**src/rtl/kbd_cmd_sched_pkg.sv**
```systemverilog
// kbd_cmd_sched_pkg: PS/2 command/response codes and sequencer enums
package kbd_cmd_sched_pkg;
  localparam logic [7:0] CMD_RESET   = 8'hFF;
  localparam logic [7:0] CMD_LED     = 8'hED;
  localparam logic [7:0] RSP_ACK     = 8'hFA;
  localparam logic [7:0] RSP_RESEND  = 8'hFE;
  localparam logic [7:0] RSP_BAT_OK  = 8'hAA;
  localparam logic [7:0] RSP_BAT_ERR = 8'hFC;
  typedef enum logic [1:0] {ST_IDLE, ST_ISSUE, ST_WAIT_ACK, ST_WAIT_BAT} st_e;
  typedef enum logic [1:0] {SRC_INIT, SRC_HOST, SRC_LED} src_e;
endpackage

```
**src/rtl/kbd_cmd_sched_rx_fifo.sv**
```systemverilog
// kbd_rx_fifo: synchronous byte FIFO with sticky overflow flag cleared by pop
module kbd_rx_fifo #(
  parameter int DEPTH = 8
) (
  input  logic       clock_i,
  input  logic       reset_i,
  input  logic       push_i,
  input  logic [7:0] din_i,
  input  logic       pop_i,
  output logic [7:0] dout_o,
  output logic       valid_o,
  output logic       ovf_o
);
  localparam int AW = $clog2(DEPTH);
  logic [7:0] mem_q [DEPTH];
  logic [AW:0] wr_q, rd_q, wr_d, rd_d;
  logic empty, full, do_push, do_pop, ovf_q, ovf_d;
  always_comb begin
    empty = wr_q == rd_q;
    full = wr_q == (rd_q ^ {1'b1, {AW{1'b0}}});
    do_pop = pop_i && !empty;
    do_push = push_i && (!full || do_pop);
    wr_d = wr_q + {{AW{1'b0}}, do_push};
    rd_d = rd_q + {{AW{1'b0}}, do_pop};
    ovf_d = (ovf_q && !pop_i) || (push_i && !do_push);
  end
  always_ff @(posedge clock_i) begin
    if (reset_i) begin
      wr_q <= '0;
      rd_q <= '0;
      ovf_q <= 1'b0;
    end else begin
      wr_q <= wr_d;
      rd_q <= rd_d;
      ovf_q <= ovf_d;
    end
  end
  always_ff @(posedge clock_i) begin
    if (do_push) mem_q[wr_q[AW-1:0]] <= din_i;
  end
  assign dout_o = empty ? 8'h00 : mem_q[rd_q[AW-1:0]];
  assign valid_o = !empty;
  assign ovf_o = ovf_q;
endmodule

```
**src/rtl/kbd_cmd_sched.sv**
```systemverilog
// kbd_cmd_sched: PS/2 keyboard command sequencer with retry, BAT tracking and RX scancode FIFO
module kbd_cmd_sched
  import kbd_cmd_sched_pkg::*;
#(
  parameter int TIMEOUT = 500000,
  parameter int MAX_RETRY = 3,
  parameter int FIFO_DEPTH = 8,
  parameter bit INIT_ON_RST = 1'b1
) (
  input  logic       clock_i,
  input  logic       reset_i,
  input  logic       host_req_i,
  input  logic [7:0] host_cmd_i,
  input  logic [7:0] host_arg_i,
  input  logic       host_has_arg_i,
  output logic       host_busy_o,
  output logic       host_done_o,
  output logic       host_fail_o,
  input  logic       led_req_i,
  input  logic [2:0] led_mask_i,
  input  logic       rx_rd_i,
  output logic [7:0] rx_data_o,
  output logic       rx_valid_o,
  output logic       rx_ovf_o,
  output logic       phy_cmd_o,
  output logic [7:0] phy_dat_o,
  input  logic [7:0] phy_kbd_i,
  input  logic       phy_hit_i,
  input  logic       phy_err_i,
  input  logic       phy_ready_i
);
  localparam int TW = TIMEOUT > 1 ? $clog2(TIMEOUT) : 1;
  localparam int RW = MAX_RETRY > 0 ? $clog2(MAX_RETRY + 1) : 1;
  st_e state_q;
  src_e src_q;
  logic [7:0] byte0_q, byte1_q, host_cmd_q, host_arg_q, phy_dat_q;
  logic [2:0] led_mask_q;
  logic has_arg_q, arg_phase_q, host_has_arg_q, host_busy_q, led_pend_q, init_pend_q;
  logic host_done_q, host_fail_q, phy_cmd_q, err_q;
  logic [RW-1:0] retry_q;
  logic [TW-1:0] timer_q;
  logic in_ack, in_bat, rsp_ack, rsp_rsd, rsp_bok, rsp_bko, tmo;
  logic retry_ev, can_retry, next_arg, to_bat, done_ev, fail_ev, push;
  always_comb begin
    in_ack = state_q == ST_WAIT_ACK;
    in_bat = state_q == ST_WAIT_BAT;
    rsp_ack = phy_hit_i && phy_kbd_i == RSP_ACK;
    rsp_rsd = phy_hit_i && phy_kbd_i == RSP_RESEND;
    rsp_bok = phy_hit_i && phy_kbd_i == RSP_BAT_OK;
    rsp_bko = phy_hit_i && phy_kbd_i == RSP_BAT_ERR;
    tmo = timer_q == TW'(TIMEOUT - 1);
    retry_ev = in_ack && (rsp_rsd || (!rsp_ack && (tmo || (phy_err_i && !err_q))));
    can_retry = retry_q < RW'(MAX_RETRY);
    next_arg = in_ack && rsp_ack && !arg_phase_q && has_arg_q;
    to_bat = in_ack && rsp_ack && !next_arg && byte0_q == CMD_RESET;
    done_ev = (in_ack && rsp_ack && !next_arg && !to_bat) || (in_bat && rsp_bok);
    fail_ev = (retry_ev && !can_retry) || (in_bat && !rsp_bok && (rsp_bko || tmo));
    push = phy_hit_i && (in_ack ? !(rsp_ack || rsp_rsd) : in_bat ? !(rsp_bok || rsp_bko) : 1'b1);
  end
  always_ff @(posedge clock_i) begin
    if (reset_i) begin
      state_q <= ST_IDLE;
      src_q <= SRC_INIT;
      byte0_q <= '0;
      byte1_q <= '0;
      host_cmd_q <= '0;
      host_arg_q <= '0;
      phy_dat_q <= '0;
      led_mask_q <= '0;
      has_arg_q <= 1'b0;
      arg_phase_q <= 1'b0;
      host_has_arg_q <= 1'b0;
      host_busy_q <= 1'b0;
      led_pend_q <= 1'b0;
      init_pend_q <= INIT_ON_RST;
      host_done_q <= 1'b0;
      host_fail_q <= 1'b0;
      phy_cmd_q <= 1'b0;
      err_q <= 1'b0;
      retry_q <= '0;
      timer_q <= '0;
    end else begin
      phy_cmd_q <= 1'b0;
      host_done_q <= 1'b0;
      host_fail_q <= 1'b0;
      err_q <= phy_err_i;
      if (host_req_i && !host_busy_q) begin
        host_busy_q <= 1'b1;
        host_cmd_q <= host_cmd_i;
        host_arg_q <= host_arg_i;
        host_has_arg_q <= host_has_arg_i;
      end
      if (led_req_i) begin
        led_pend_q <= 1'b1;
        led_mask_q <= led_mask_i;
      end
      if ((in_ack || in_bat) && !tmo) timer_q <= timer_q + TW'(1);
      case (state_q)
        ST_IDLE: begin
          if (init_pend_q || host_busy_q || led_pend_q) begin
            state_q <= ST_ISSUE;
            retry_q <= '0;
            arg_phase_q <= 1'b0;
          end
          if (init_pend_q) begin
            init_pend_q <= 1'b0;
            src_q <= SRC_INIT;
            byte0_q <= CMD_RESET;
            has_arg_q <= 1'b0;
          end else if (host_busy_q) begin
            src_q <= SRC_HOST;
            byte0_q <= host_cmd_q;
            byte1_q <= host_arg_q;
            has_arg_q <= host_has_arg_q;
          end else if (led_pend_q) begin
            led_pend_q <= led_req_i;
            src_q <= SRC_LED;
            byte0_q <= CMD_LED;
            byte1_q <= {5'b0, led_mask_q};
            has_arg_q <= 1'b1;
          end
        end
        ST_ISSUE: begin
          if (phy_ready_i) begin
            phy_cmd_q <= 1'b1;
            phy_dat_q <= arg_phase_q ? byte1_q : byte0_q;
            timer_q <= '0;
            state_q <= ST_WAIT_ACK;
          end
        end
        ST_WAIT_ACK: begin
          if (next_arg) begin
            arg_phase_q <= 1'b1;
            retry_q <= '0;
            state_q <= ST_ISSUE;
          end else if (to_bat) begin
            timer_q <= '0;
            state_q <= ST_WAIT_BAT;
          end else if (retry_ev && can_retry) begin
            retry_q <= retry_q + RW'(1);
            state_q <= ST_ISSUE;
          end
        end
        default: ;
      endcase
      if (done_ev || fail_ev) begin
        state_q <= ST_IDLE;
        if (src_q == SRC_HOST) begin
          host_done_q <= done_ev;
          host_fail_q <= fail_ev;
          host_busy_q <= 1'b0;
        end
      end
    end
  end
  kbd_rx_fifo #(.DEPTH(FIFO_DEPTH)) u_fifo (
    .clock_i (clock_i),
    .reset_i (reset_i),
    .push_i  (push),
    .din_i   (phy_kbd_i),
    .pop_i   (rx_rd_i),
    .dout_o  (rx_data_o),
    .valid_o (rx_valid_o),
    .ovf_o   (rx_ovf_o)
  );
  assign host_busy_o = host_busy_q;
  assign host_done_o = host_done_q;
  assign host_fail_o = host_fail_q;
  assign phy_cmd_o = phy_cmd_q;
  assign phy_dat_o = phy_dat_q;
endmodule
```
**config.mk**
```make
export PLATFORM = sky130hd
export DESIGN_NAME = kbd_cmd_sched
export DESIGN_NICKNAME = d
export VERILOG_FILES = /design/src/rtl/kbd_cmd_sched_pkg.sv /design/src/rtl/kbd_cmd_sched_rx_fifo.sv /design/src/rtl/kbd_cmd_sched.sv
export SDC_FILE = /design/constraint.sdc
export NUM_CORES = 1
export LEC_CHECK = 0
export CORE_MARGIN = 4
export CORE_UTILIZATION = 52
export DETAILED_ROUTE_END_ITERATION = 16
export GPL_ROUTABILITY_DRIVEN = 0
export PLACE_DENSITY = 0.76
export SYNTH_ARGS = -nofsm -noshare
export SYNTH_HDL_FRONTEND = slang
export SYNTH_SLANG_ARGS = --single-unit
```
**constraint.sdc**
```tcl
create_clock -name clock_i -period 2.5 [get_ports clock_i]
set_input_delay 0.5 -clock clock_i [delete_from_list [all_inputs] [get_ports clock_i]]
set_output_delay 0.5 -clock clock_i [all_outputs]
set_load 0.005 [all_outputs]
```
Word-level counts from Yosys, hierarchy flattened. Memory sizes are Yosys's and may differ from the RTL's. A register that Yosys moved wholly into a read port is not among the register bits. Cells that the tools add are included.

Memory bits (writable): 64. Memories: 1. Logic and storage cells: 165. Latch bits: 0. Output and inout port bits: 22. Input bits: 36. Register bits after elaboration: 87. ROM bits: 0.

Equal/unequal tests: 18. Multipliers: 0. Add/subtract/negate cells: 4. Mux-type cells: 46. Order comparisons: 1. Divide/modulo/power cells: 0. Bitwise operators: 5. Shifts and indexed selects: 0. Reductions and logical operators: 67.

Memory list: u_fifo.mem_q (words 8, width 8, rd ports 1, clocked after memory_dff 1, wr ports 1, RTL line kbd_cmd_sched_rx_fifo.sv:15) `logic [7:0] mem_q [DEPTH];`.

Operators by type and width (count): 19-bit two-way mux (4); 8-bit two-way mux (7); 8-bit equality test (second input constant) (5); 19-bit one-hot mux with 2 select lines (1); 1-bit logical AND (25); 2-bit two-way mux (12); 19-bit by 1-bit adder with 19-bit output (second input constant) (1); 19-bit equality test (second input constant) (1); 1-bit two-way mux (18); 1-bit zero test (15); 1-bit logical OR (13); 4-bit by 1-bit adder with 4-bit output (2); 4-bit equality test (2); 4-bit AND reduction (2); 2-bit one-hot mux with 3 select lines (1); 3-bit AND reduction (2); 3-bit nonzero test (2); 1-bit NOT (5); 2-bit by 1-bit equality test with 1-bit output (second input constant) (2); 2-bit equality test (second input constant) (2); 2-bit != test (second input constant) (2); 4-bit by 1-bit != test with 1-bit output (second input constant) (1); 2-bit one-hot mux with 2 select lines (1); 2-bit AND reduction (2); 11 further kinds (13).

Logic depth before layout (Yosys ltp). Gate-level depths: netlist of the first run.

Word-level depth: 14. Gate-level depth with buffers: 10. Gate-level depth less buffers: 10.

Cells and area by module. From an unflattened synthesis of the first run, not the netlist that was laid out.

Cells, all modules: 593. Area, all modules: 6454.9 um2.

Modules (own cells, without submodules): kbd_cmd_sched (area each 3424.5 um2, cells an instance 399, instances 1, sequential area each 1561.5 um2); kbd_rx_fifo (area each 3030.4 um2, cells an instance 194, instances 1, sequential area each 2102.0 um2).

Worst setup path before layout of the first run. No wires, ideal clock.

Path type: input-to-reg. Start: input port phy_hit_i. End: memory u_fifo.mem_q[4][0], enable pin. Required time: 2.105 ns. Data arrival time: 2.196 ns. Stages on the path: 6. Path slack: -0.090 ns. Buffers on the path: 1. Setup time: 0.395 ns. Path through: and3b_1 clkbuf_1 nand4_1 o221ai_1 nor2_2 nor4bb_1.

Longest elaborated chain between the ends: 9. Elaborated cells between the ends (all ways): 14. Those cells by class: mux (4); reduce/logical (10).

Ends and longest elaborated chain: start, declared (RTL line kbd_cmd_sched.sv:28) `input logic phy_hit_i,`; 1-bit logical AND (on tied branches) (RTL line kbd_cmd_sched.sv:49, kbd_cmd_sched.sv:50); 1-bit logical OR (RTL line kbd_cmd_sched.sv:58) `push = phy_hit_i && (in_ack ? !(rsp_ack || rsp_rsd) : in_bat ? !(rsp_bok || rsp_bko) : 1'b1);`; 1-bit zero test (RTL line kbd_cmd_sched.sv:58); 1-bit two-way mux (2 in series) (RTL line kbd_cmd_sched.sv:58); 1-bit logical AND (*) (RTL line kbd_cmd_sched.sv:58); 1-bit logical AND (*) (RTL line kbd_cmd_sched_rx_fifo.sv:22) `do_push = push_i && (!full || do_pop);`; 1-bit two-way mux (*) (RTL line kbd_cmd_sched_rx_fifo.sv:39) `if (do_push) mem_q[wr_q[AW-1:0]] <= din_i;`; 1-bit two-way mux (not written as such) (*) (RTL line kbd_cmd_sched_rx_fifo.sv:39); end, declared (RTL line kbd_cmd_sched_rx_fifo.sv:15).

Mark *: on every way between the ends. The rest lies on a longest branch, timed or not.

Final worst setup path of the first run.
Start: register u_fifo.rd_q[0]. End: output port rx_data_o[0].

Longest elaborated chain between the ends: 2.

Ends and longest elaborated chain: start, declared (RTL line kbd_cmd_sched_rx_fifo.sv:16) `logic [AW:0] wr_q, rd_q, wr_d, rd_d;`; start signal, assigned (RTL line kbd_cmd_sched_rx_fifo.sv:34) `rd_q <= rd_d;`; 4-bit equality test (RTL line kbd_cmd_sched_rx_fifo.sv:19) `empty = wr_q == rd_q;`; 8-bit two-way mux (RTL line kbd_cmd_sched_rx_fifo.sv:41) `assign dout_o = empty ? 8'h00 : mem_q[rd_q[AW-1:0]];`; end, declared (RTL line kbd_cmd_sched.sv:22) `output logic [7:0] rx_data_o,`.

No other way between the ends.

==> results.md, run 1 <==
* Largest cells by area after synthesis: edfxtp_1 (30%), dfxtp_1 (27%), mux4_2 (5.6%)
* Pwr Density at 824 mW/mm^2
* Crit end category: output port
* Crit share post-route at 98.3%
* CP startpoint kind: flip-flop
* Clock latency on the worst-skew pair at 430 ps
* Drt drc at 0
* Commonest cells in the netlist: dfxtp_1 (87), nor2_1 (85), edfxtp_1 (64), nand2_1 (53), a21oi_1 (32)
* FP Rows at 40
* Final setup violation count at 0
* Clock transition at path regs at 60 ps
* GRT Residual Overflow at 0
* Layout cells sized above 1 at 19.3%
* DR iter-0 viols at 335
* Multi-input logic area at 0.00267 sq mm
* Port bufs at 57
* Final Worst Setup Slack at 42.3 ps
* Dpl cells at 807
* Drt first pass iters at 4
* Post-synthesis sequential area ratio at 57.0%
* Clk sink count at 151
* Crit path max fanout at 4
* Slew Limit Fails at 0
* CTS H-tree lvls at 4
* Avg WL per Cell at 17.7 um
* # IOs at 58
* Final Hold Viols at 0
* Vias per Instance at 5.53
* Setup TNS at 0 ps
* Antenna diodes at 0
* DP Wirelength at 9.90 mm
* FILL cells at 850
* Synthesized Nets at 611
* Synth-to-Final Area Change at 29.0%
* Synth top area share at 29.9%
* Peak VDD IR at 438 uV
* Mapped Area at 0.00643 sq mm
* Largest net degree at the start of global routing at 27
* Status: complete, no violations
* RSZ-0062 raised after global routing: true
* First-pass GRT wire length at 24.2 mm
* TritonCTS clock tree: built
* Vias in the first global route at 4799
* Leading area contributor after synthesis: edfxtp_1
* Final Cell Area at 0.00830 sq mm
* Worst r2r path cells at 9
* Die Height at 119 um
* Dpl cell area at 0.00747 sq mm
* Max Cap Viol at 0
* Worst hold slack at 455 ps
* Hold Path Class: reg2reg
* Total power at 6.83 mW
* WS Path Type: reg2out
* Total Die Area at 0.0142 sq mm
* Top FF cell, synth: dfxtp_1
* Hold path cells at 2
* Seq cells post-synth at 151
* Synth Warn # at 0
* Antenna violations before repair at 0
* Final wirelength at 15.0 mm
* Slew HR at 57.8%
* Non-Filler Instances at 851
* Leak at 2.99 nW
* Vias at 4709
* Worst EP required at 2000 ps
* Clock Path Buffers at 2
* Count leader, synth: dfxtp_1
* Fmax at 0.407 GHz
* Storage cell area at 0.00367 sq mm
* Asr flop ratio synth at 0%
* Number of synthesized flops with an enable pin at 64
* Total track usage at 21.8%
* CTS root buf: clkbuf_16
* Syn Inst Count at 564
* Synth unique cells at 54
* Initial Util at 53.3%
* Antenna viol nets, final at 0
* Chip width at 119 um
* CTS buffer count at 17
* Worst Clk Skew at 9.72 ps
* Pre-CTS setup slack at -233 ps
* Worst slew pin tran at 632 ps
* Crit path time final at 2460 ps
* Crit path DAT at 1960 ps
* Finished Core Util at 68.8%
* Average size of a mapped cell at 11.4 sq um
* Final Net Count at 717
* Total core area at 0.0121 sq mm
==> path summary, 6_finish.rpt <==
check / startpoint / end / slack (ps)
worst min-delay path: src_q[1]$_SDFFE_PP0P_ / src_q[1]$_SDFFE_PP0P_ / 450
worst max-delay path: u_fifo.rd_q[0]$_SDFF_PP0_ / rx_data_o[0] / 40
worst max register to register: state_q[0]$_SDFFE_PP0P_ / u_fifo.wr_q[1]$_SDFF_PP0_ / 260
worst min register to register: src_q[1]$_SDFFE_PP0P_ / src_q[1]$_SDFFE_PP0P_ / 450
==> sequential cells by signal, summed over array words and instances (netlist names), 2 cells and up <==
signal        flops
u_fifo.mem_q     64
timer_q          19
byte0_q           8
byte1_q           8
host_arg_q        8
host_cmd_q        8
phy_dat_o         8
u_fifo.rd_q       4
u_fifo.wr_q       4
led_mask_q        3
retry_q           2
src_q             2
state_q           2
==> worst max-delay path: stages (launching register included) <==
cell and delay (ps):
dfxtp_4 410, buf_12 130, buf_16 120, mux4_2 500
mux2i_1 190, nor2_1 80, clkbuf_2 110
==> area by class of cell <==
cell class                 count  share of cell area (%)
sequential                   151                    44.2
multi-input combinational    378                    32.1
timing repair buffer         113                    13.1
clock buffer                  17                    5.13
tap                          168                    2.53
clock inverter                15                    2.43
inverter                       9                   0.407
==> timing repair <==
| action | 4_1_cts | 5_1_grt |
|---|---|---|
| pin swaps | 1 | 2 |
| setup endpoints to repair | 9 | 9 |
| cloned | 4 | 0 |
| resized for setup | 24 | 18 |
| hold buffers | 0 | 0 |
| buffers inserted | 6 | 2 |
==> routing by layer <==
metal | global-route usage (%) | wire, um | share of wire (%)
met5 | 0 | 0 | 0
met4 | 7.24 | 131 | 0.87
met3 | 5.60 | 572 | 3.8
met2 | 37.5 | 8020 | 53
met1 | 26.8 | 6330 | 42
==> power breakdown <==
| part | internal, mW | switching (mW) | leakage, nW |
|---|---|---|---|
| combinational | 0.695 | 0.616 | 1.39 |
| clock | 1.67 | 1.03 | 0.303 |
| sequential | 2.71 | 0.103 | 1.29 |
==> cells by family (layout without fill, tap and decap cells) <==
| kind of cell | count (synthesis) | in the layout | synth area share (%) |
|---|---|---|---|
| AND/OR/NAND/NOR | 230 | 230 | 18.1 |
| flip-flops | 151 | 151 | 57.0 |
| AO/OA/AOI/OAI | 72 | 72 | 7.69 |
| multiplexers | 39 | 39 | 9.19 |
| buffers and inverters | 35 | 154 | 2.39 |
| XOR/XNOR | 26 | 26 | 3.54 |
| adder cells (fa/ha/maj) | 11 | 11 | 2.14 |
==> cell usage in the layout, fill, tap and decap left out, types with 4 or more instances in the layout <==
cell	synthesis	final
a211oi_1	12	12
a21o_1	4	4
a21oi_1	32	32
a22oi_1	5	5
and2_1	4	4
and4_1	4	4
buf_12	0	6
buf_4	0	43
bufinv_16	0	4
clkbuf_16	0	17
clkbuf_2	0	7
clkdlybuf4s50_1	0	47
clkinv_4	0	5
dfxtp_1	87	84
edfxtp_1	64	64
ha_1	11	11
inv_1	9	9
mux2i_1	23	23
mux4_2	16	16
nand2_1	53	53
nand2b_1	6	6
nand3_1	10	10
nand4_1	15	15
nor2_1	85	85
nor2b_1	11	11
nor3_1	20	20
xnor2_1	9	9
xor2_1	17	15
Power figures use the tool's default switching activity.
==> inputs of run 2 (changes only) <==
SETUP_SLACK_MARGIN = 0.5   (was not set)
==> run 2 against run 1 <==
Compared with the run above:
- clock skew fell by 1.7 ps
- power fell by 2.5%
- combinational power rose by 6%
- worst hold slack improved by 0.55 ps
- non-clock buffer count rose by 5
- die area did not move
- count of clock-buffer cells in the layout rose by 5
- sequential share of layout area fell by 1.3 points
- flip-flop and latch count did not move
- register-to-register slack got worse by 70 ps
- cell count rose by 0.59%
- critical path type unchanged
- largest cell class unchanged
- highest routed layer unchanged
==> results.md, run 2 (synthesis gave the netlist of run 1 again) <==
* Final Hold Viols at 0
* Antenna violations before repair at 0
* Pre-CTS setup slack at -158 ps
* Crit path time final at 2480 ps
* Clock Path Buffers at 2
* Final setup violation count at 0
* Antenna diodes at 0
* GRT Residual Overflow at 0
* Drt drc at 0
* Final Net Count at 722
* Total track usage at 21.3%
* TritonCTS clock tree: built
* Clock latency on the worst-skew pair at 410 ps
* Worst Clk Skew at 7.99 ps
* Largest net degree at the start of global routing at 39
* Antenna viol nets, final at 0
* Chip width at 119 um
* CTS root buf: clkbuf_16
* Total power at 6.67 mW
* Leak at 3.06 nW
* Reg-to-Reg End: u_fifo.mem_q[4][1]$_DFFE_PP_
* Crit share post-route at 99.4%
* CTS H-tree lvls at 4
* Dpl cell area at 0.00756 sq mm
* DR iter-0 viols at 403
* Crit path max fanout at 4
* Setup TNS at 0 ps
* Hold Path Class: reg2reg
* Int Power at 4.96 mW
* Clock power share at 36.9%
* Drt first pass iters at 5
* Status: complete, no violations
* Die Height at 119 um
* Total core area at 0.0121 sq mm
* Peak VDD IR at 468 uV
* Vias in the first global route at 4788
* # IOs at 58
* Commonest non-fill, non-tap cell in the layout: dfxtp_1
* Slew Limit Fails at 0
* Vias per Instance at 5.43
* Min-Delay Startpoint: host_cmd_q[5]$_SDFFE_PP0P_
* Commonest cells after routing, fill and taps aside: dfxtp_1 (82), nor2_1 (79), edfxtp_1 (64)
* Max Cap Viol at 0
* First-pass GRT wire length at 24.1 mm
* Crit path from: u_fifo.rd_q[0]$_SDFF_PP0_
* Avg WL per Cell at 17.1 um
* Worst slew pin tran at 685 ps
* Port bufs at 57
* Clk sink count at 151
* Final Cell Area at 0.00857 sq mm
* DP Wirelength at 9.49 mm
* Register share of total power at 42.3%
* Final wirelength at 14.6 mm
* FILL cells at 849
* Worst r2r path cells at 12
* Initial Util at 53.3%
* Comb pwr share at 20.8%
* Max reg flops at 64
* Reg2Reg Setup Slack at 190 ps
* R2r startpoint: u_fifo.rd_q[0]$_SDFF_PP0_
* Final Worst Setup Slack at 16.0 ps
* Crit path DAT at 1980 ps
* Crit end category: output port
* CP startpoint kind: flip-flop
* Switching part of the total power at 25.6%
* RSZ-0062 raised after global routing: true
* Hold path cells at 2
* WS Path Type: reg2out
* CTS buffer count at 17
* FP Rows at 40
* Pwr Density at 778 mW/mm^2
* Synth-to-Final Area Change at 33.2%
* Worst EP required at 2000 ps
* Clock transition at path regs at 60 ps
* Worst Hold Path EP: host_cmd_q[5]$_SDFFE_PP0P_
* Hold_buf cts at 0
* Vias at 4652
* Fmax at 0.403 GHz
* Total Die Area at 0.0142 sq mm
* Layout cells sized above 1 at 24.1%
* Sw power at 1.71 mW
* Slew HR at 54.3%
[run 2: cell types whose count changed in the layout (fill, tap and decap cells not counted), sizes merged]
| cell | delta |
|---|---|
| dlygate4sd2 | +5 |
| bufinv | -3 |
| inv | -2 |
| clkinvlp | +2 |
| dlymetal6s2s | +3 |
| buf | +12 |
| clkdlybuf4s50 | -9 |
| clkdlybuf4s15 | -1 |
| clkinv | -2 |
[run 2: per-stage QoR]
stage	util, %	hold WS, ps	instances
3_5_place_dp	62.7	449	802
5_1_grt	71.0	480	856
3_3_place_gp	62.7	440	802
4_1_cts	69.8	457	850
2_1_floorplan	-	427	564
6_report	71.0	455	856
[run 2: power groups by stage]
stage               sequential, mW  clock, mW  combinational, mW
global placement              2.85          0               1.07
finish                        2.82       2.46               1.39
floorplan                     2.83          0              0.677
global route                  2.84       2.63               1.52
CTS                           2.82       2.49               1.30
detailed placement            2.86          0               1.10
[run 2: worst max-delay path, cell delays in order, from the launching register on]
cell and delay, ps:
dfxtp_4 370, buf_6 100, buf_12 110, buf_16 110, mux4_2 530, mux2i_1 180
nor2_1 50, buf_2 120
[run 2: layer usage]
| layer | up-vias | global-route usage, % | wire, um |
|---|---|---|---|
| met2 | 108 | 36.7 | 7580 |
| li1 | 2272 | - | - |
| met5 | - | 0 | 0 |
| met1 | 2256 | 26.2 | 6120 |
| met3 | 16 | 5.22 | 644 |
| met4 | 0 | 7.24 | 268 |
[run 2: how the worst max path moves through the flow]
stage | endpoint | depth (start not counted) | slack (ps)
floorplan | u_fifo.mem_q[4][0]$_DFFE_PP_ | 6 | 390
global placement | u_fifo.wr_q[2]$_SDFF_PP0_ | 10 | -110
detailed placement | u_fifo.wr_q[2]$_SDFF_PP0_ | 10 | -160
CTS | rx_data_o[0] | 7 | 40
global route | rx_data_o[2] | 7 | -80
finish | rx_data_o[3] | 7 | 20
[run 2: area by class of cell]
| class | instances | area (sq um) | area share (%) |
|---|---|---|---|
| clock buffers | 22 | 488 | 5.70 |
| flip-flops and latches | 151 | 3670 | 42.9 |
| clock inverters | 10 | 93.8 | 1.10 |
| repair buffers | 118 | 1190 | 13.9 |
| inverters | 9 | 33.8 | 0.394 |
| multi-input cells | 378 | 2880 | 33.6 |
| well taps | 168 | 210 | 2.45 |
[run 2: what timing repair did]
| item | 4_1_cts | 5_1_grt |
|---|---|---|
| gates resized for setup | 68 | 32 |
| setup buffers | 13 | 6 |
| pin swaps | 14 | 15 |
| setup endpoints to repair | 86 | 104 |
| cloned | 3 | 0 |
